<file path="src/rtl/combo_lock_core.sv">
// rtl/combo_lock_core.sv - dial combination lock FSM; optional failed-attempt lockout via COMBO_LOCKOUT_EN
module combo_lock_core #(
    parameter int NUM_DIALS      = 3,
    parameter int DIAL_W         = 5,
    parameter int DIAL_MAX       = 19,
    parameter int MAX_TRIES      = 3,
    parameter int LOCKOUT_CYCLES = 16
) (
    input  logic                        CLK,
    input  logic                        RST,
    input  logic [NUM_DIALS-1:0]        step_cw,
    input  logic [NUM_DIALS-1:0]        step_ccw,
    input  logic                        prog_wr,
    input  logic [NUM_DIALS*DIAL_W-1:0] code_in,
    input  logic                        enter,
    input  logic                        relock,
    output logic [NUM_DIALS*DIAL_W-1:0] dial_val,
    output logic                        unlocked,
    output logic                        fail_pulse,
    output logic                        lockout,
    output logic [3:0]                  fail_cnt,
    output logic [2:0]                  state
);

    localparam logic [2:0] ST_IDLE    = 3'd0;
    localparam logic [2:0] ST_CHECK   = 3'd1;
    localparam logic [2:0] ST_OPEN    = 3'd2;
    localparam logic [2:0] ST_FAIL    = 3'd3;
    localparam logic [2:0] ST_LOCKOUT = 3'd4;

    localparam logic [DIAL_W-1:0] DIAL_MAX_V  = DIAL_W'(DIAL_MAX);
    localparam logic [3:0]        MAX_TRIES_V = 4'(MAX_TRIES);

    if (NUM_DIALS < 1 || NUM_DIALS > 8) begin : g_bad_num_dials
        $error("combo_lock_core: NUM_DIALS out of range");
    end
    if (DIAL_MAX < 0 || DIAL_MAX >= (1 << DIAL_W)) begin : g_bad_dial_max
        $error("combo_lock_core: DIAL_MAX does not fit in DIAL_W");
    end
    if (MAX_TRIES < 1 || MAX_TRIES > 15) begin : g_bad_max_tries
        $error("combo_lock_core: MAX_TRIES out of range");
    end
    if (LOCKOUT_CYCLES < 1) begin : g_bad_lockout_cycles
        $error("combo_lock_core: LOCKOUT_CYCLES must be at least 1");
    end

    logic [2:0]                  state_q;
    logic [NUM_DIALS*DIAL_W-1:0] dials_q;
    logic [NUM_DIALS*DIAL_W-1:0] code_q;
    logic [3:0]                  fail_cnt_q;

    logic [NUM_DIALS*DIAL_W-1:0] dials_step;
    logic [DIAL_W-1:0]           cur_dial;
    logic                        code_match;

    // Per-dial wrap-around stepping; simultaneous cw/ccw cancel out.
    always_comb begin
        dials_step = dials_q;
        cur_dial   = '0;
        for (int i = 0; i < NUM_DIALS; i++) begin
            cur_dial = dials_q[i*DIAL_W +: DIAL_W];
            if (step_cw[i] && !step_ccw[i]) begin
                dials_step[i*DIAL_W +: DIAL_W] = (cur_dial == DIAL_MAX_V) ? '0 : cur_dial + 1'b1;
            end else if (step_ccw[i] && !step_cw[i]) begin
                dials_step[i*DIAL_W +: DIAL_W] = (cur_dial == '0) ? DIAL_MAX_V : cur_dial - 1'b1;
            end
        end
    end

    // An out-of-range code digit can never be matched by a dial.
    always_comb begin
        code_match = 1'b1;
        for (int i = 0; i < NUM_DIALS; i++) begin
            if ((dials_q[i*DIAL_W +: DIAL_W] != code_q[i*DIAL_W +: DIAL_W]) ||
                (code_q[i*DIAL_W +: DIAL_W] > DIAL_MAX_V)) begin
                code_match = 1'b0;
            end
        end
    end

`ifdef COMBO_LOCKOUT_EN
    localparam int TMR_W = (LOCKOUT_CYCLES > 1) ? $clog2(LOCKOUT_CYCLES) : 1;
    localparam logic [TMR_W-1:0] TMR_LOAD = TMR_W'(LOCKOUT_CYCLES - 1);

    logic [TMR_W-1:0] lock_tmr_q;

    always_ff @(posedge CLK) begin
        if (RST) begin
            lock_tmr_q <= '0;
        end else if (state_q == ST_FAIL) begin
            lock_tmr_q <= TMR_LOAD;
        end else if (state_q == ST_LOCKOUT && lock_tmr_q != '0) begin
            lock_tmr_q <= lock_tmr_q - 1'b1;
        end
    end
`endif

    always_ff @(posedge CLK) begin
        if (RST) begin
            state_q    <= ST_IDLE;
            dials_q    <= '0;
            code_q     <= '0;
            fail_cnt_q <= '0;
        end else begin
            case (state_q)
                ST_IDLE: begin
                    dials_q <= dials_step;
                    if (prog_wr) begin
                        code_q <= code_in;
                    end
                    if (enter) begin
                        state_q <= ST_CHECK;
                    end
                end
                ST_CHECK: begin
                    if (code_match) begin
                        state_q    <= ST_OPEN;
                        fail_cnt_q <= '0;
                    end else begin
                        state_q <= ST_FAIL;
                        dials_q <= '0;
                        if (fail_cnt_q < MAX_TRIES_V) begin
                            fail_cnt_q <= fail_cnt_q + 4'd1;
                        end
                    end
                end
                ST_OPEN: begin
                    if (prog_wr) begin
                        code_q <= code_in;
                    end
                    if (relock) begin
                        state_q <= ST_IDLE;
                        dials_q <= '0;
                    end
                end
                ST_FAIL: begin
`ifdef COMBO_LOCKOUT_EN
                    state_q <= (fail_cnt_q == MAX_TRIES_V) ? ST_LOCKOUT : ST_IDLE;
`else
                    state_q <= ST_IDLE;
`endif
                end
`ifdef COMBO_LOCKOUT_EN
                ST_LOCKOUT: begin
                    if (lock_tmr_q == '0) begin
                        state_q    <= ST_IDLE;
                        fail_cnt_q <= '0;
                    end
                end
`endif
                default: begin
                    state_q <= ST_IDLE;
                end
            endcase
        end
    end

    assign dial_val   = dials_q;
    assign unlocked   = (state_q == ST_OPEN);
    assign fail_pulse = (state_q == ST_FAIL);
    assign fail_cnt   = fail_cnt_q;
    assign state      = state_q;
`ifdef COMBO_LOCKOUT_EN
    assign lockout    = (state_q == ST_LOCKOUT);
`else
    assign lockout    = 1'b0;
`endif

endmodule

</file>
<file path="config.mk">
export PLATFORM = sky130hd
export DESIGN_NAME = combo_lock_core
export DESIGN_NICKNAME = d
export VERILOG_FILES = /design/src/rtl/combo_lock_core.sv
export SDC_FILE = /design/constraint.sdc
export NUM_CORES = 1
export LEC_CHECK = 0
export ABC_AREA = 1
export BUFFER_PORTS_ARGS = -buffer_cell sky130_fd_sc_hd__buf_2
export CAP_MARGIN = 20
export CORE_MARGIN = 1
export CORE_UTILIZATION = 55
export DETAILED_ROUTE_END_ITERATION = 10
export PLACE_DENSITY = 0.82
export SLEW_MARGIN = 20
export SYNTH_ARGS = -nofsm -noshare
export SYNTH_HDL_FRONTEND = slang
export SYNTH_SLANG_ARGS = --single-unit
export TNS_END_PERCENT = 5
</file>
<file path="constraint.sdc">
create_clock -name CLK -period 2.27 [get_ports CLK]
set_input_delay 0.3405 -clock CLK [delete_from_list [all_inputs] [get_ports CLK]]
set_output_delay 0.3405 -clock CLK [all_outputs]
set_load 0.02 [all_outputs]
</file>
==> results_dict.tcl <==
set metrics [dict create \
    pin_count 51 \
    dpl.cell_count 484 \
    route.detailed.drc 0 \
    design_area_um2 2860 \
    drv_cap 0 \
    dieArea_um2 4810 \
    p_per_area_nw_per_um2 1460 \
    final-hold-violation-count 0 \
    postCtsSetupRepairBufs 0 \
    via_per_inst 5.36 \
    core_um2 4350 \
    floorplan.initialDensity_pct 57.4 \
    worstPathRequired_ns 2.46 \
    grt_max_degree 21 \
    critical_path_class "flip-flop to flip-flop" \
    row_count 24 \
    synth.yosys.seq_area_share_pct 28.9 \
    netlist.area_leader.share_pct 28.9 \
    clock_skew_ns 0.00587 \
    synth_edf_count 0 \
    wirelength_um 6290 \
    ctsResizeCount 0 \
    cp-end-kind "flip-flop" \
    place_hpwl_um 4770 \
    pre_cts_slack_ns 0.339 \
    place_congestion 0.885 \
    place_area_um2 2770 \
    nets 479 \
    synth_top_area_cell "dfxtp_1" \
    final_antenna_net_count 0 \
    reg2reg_depth 7 \
    fin_crit_ns 1.93 \
    syn_area_um2 2500 \
    layout_worst_path_cycle_share_pct 85.2 \
    insertion_delay_ns 0.29 \
    p_leak_nw 1.56 \
    grt_usage_pct 27.9 \
    drive_above_1_share_pct 16.6 \
    first_global_vias 2395 \
    clkTransAtPathRegs_ns 0.07 \
    fin_total_pwr_mw 4.16 \
    final_max_slew_viol_count 0 \
    antenna_cells 0 \
    slew_headroom_pct 61.9 \
    area_delta_synth_final_pct 14.5 \
    ys_top_cells_by_area "dfxtp_1 29%, nand2_1 16%, nand3_1 7.2%" \
    synthTopCellsByCount "105 x nand2_1, 48 x inv_1, 39 x nor2_1" \
    cts-buffers-inserted 5 \
    drtIter0Drc 255 \
    synthArstFlopShare_pct 0 \
    critPathLaunchType "flip-flop" \
    clock.fmax_mhz 517 \
    cts_tree "yes" \
    grt_pass1_wl_um 10900 \
    antenna_found_initial 0 \
    syn-mean-instance-area_um2 6.39 \
    cts_buffer_depth 2 \
    final-setup-viol-count 0 \
    yosysWarnings 0 \
    worst_slack_ns 0.335 \
    hold_buffers 0 \
    synthCells 391 \
    synth_ff_type "dfxtp_1" \
    vias 2637 \
    avgRoutedWirePerCell_um 12.8 \
    cts_root_buf "clkbuf_8" \
    htreeDepth 2 \
    grt-ovfl-total 0 \
    die_height_um 69.4 \
    final.setup.tns_ns 0 \
    ys_types 27 \
    holdPathStages 2 \
    tightest_slew_ns 0.571 \
    port-buffer-count 48 \
    synth.most_common_cell "nand2_1" \
    worstHoldPathType "primary input to flip-flop" \
    cp.arrival_ns 2.13 \
    critPathMaxFanout 10 \
    die_w_um 69.4 \
    dr.pass1.iters 6 \
    outcome "finished, final reports clean" \
    irDropWorstVdd_mv 0.738 \
    rsz0062_at_grt "false" \
    cts.sinks 36 \
    ys_ff_latch 36 \
    instances_no_fill 492 \
]
[flip-flops by register name (all words and copies together), names as in the netlist]
name / count
code_q: 15
state: 2
fail_cnt: 4
dial_val: 15
[cell families (layout without fill, tap and decap cells)]
family / count (synthesis) / count (layout) / share of synthesized area (%)
other: 1 / 2 / 0.150
AND/OR/NAND/NOR: 206 / 206 / 36.6
adder cells (fa/ha/maj): 14 / 14 / 7.01
XOR/XNOR: 16 / 16 / 5.61
buffers and inverters: 70 / 118 / 11.7
AO/OA/AOI/OAI: 48 / 48 / 10.1
flip-flops: 36 / 36 / 28.9
[path summary, 6_finish.rpt]
path                            slack (ns)      start     endpoint
worst min-delay path                  0.29        RST     state[0]
worst min register to register        0.47  code_q[4]    code_q[4]
worst max-delay path                  0.34   state[0]  dial_val[9]
worst max register to register        0.34   state[0]  dial_val[9]
[layer usage]
metal,track usage [%],vias up,share of wire [%]
li1,-,1345,-
met2,48.3,97,48
met5,0,-,0
met4,8.84,0,1.8
met1,34.9,1183,44
met3,5.23,12,6.0
[worst max-delay path: stages, from the launching register on]
cell	delay (ns)
dfxtp_1	0.38
inv_1	0.10
ha_1	0.47
clkinv_1	0.38
o211ai_1	0.25
nand4_1	0.13
nand2_1	0.08
nor2_1	0.05
[per-stage QoR]
step,hold slack (ns),util (%)
floorplan,0.410,-
global placement,0.453,63.6
detailed placement,0.462,63.6
CTS,0.278,65.7
global route,0.294,65.7
finish,0.287,65.7
[power by group]
group	switching (mW)	leakage (nW)	internal [mW]
clock network	0.237	0.0455	0.248
logic	1.56	1.21	0.938
registers	0.327	0.298	0.849
[layout by cell type (no fill, tap or decap), types with 8 or more instances in the layout]
master,n
ha_1,14
inv_1,48
nand2_1,105
buf_2,48
dfxtp_1,36
nand4_1,18
nor2_1,39
xor2_1,8
o21ai_0,18
a21oi_1,25
nand3_1,36
xnor2_1,8
[cell type report]
| class | instances | area [µm²] |
|---|---|---|
| tap | 52 | 65.1 |
| clock buffer | 8 | 90.1 |
| inverter | 56 | 210 |
| multi-input combinational | 286 | 1490 |
| sequential | 36 | 721 |
| fill | 428 | 1500 |
| timing repair buffer | 54 | 285 |
Power figures use the tool's default switching activity.
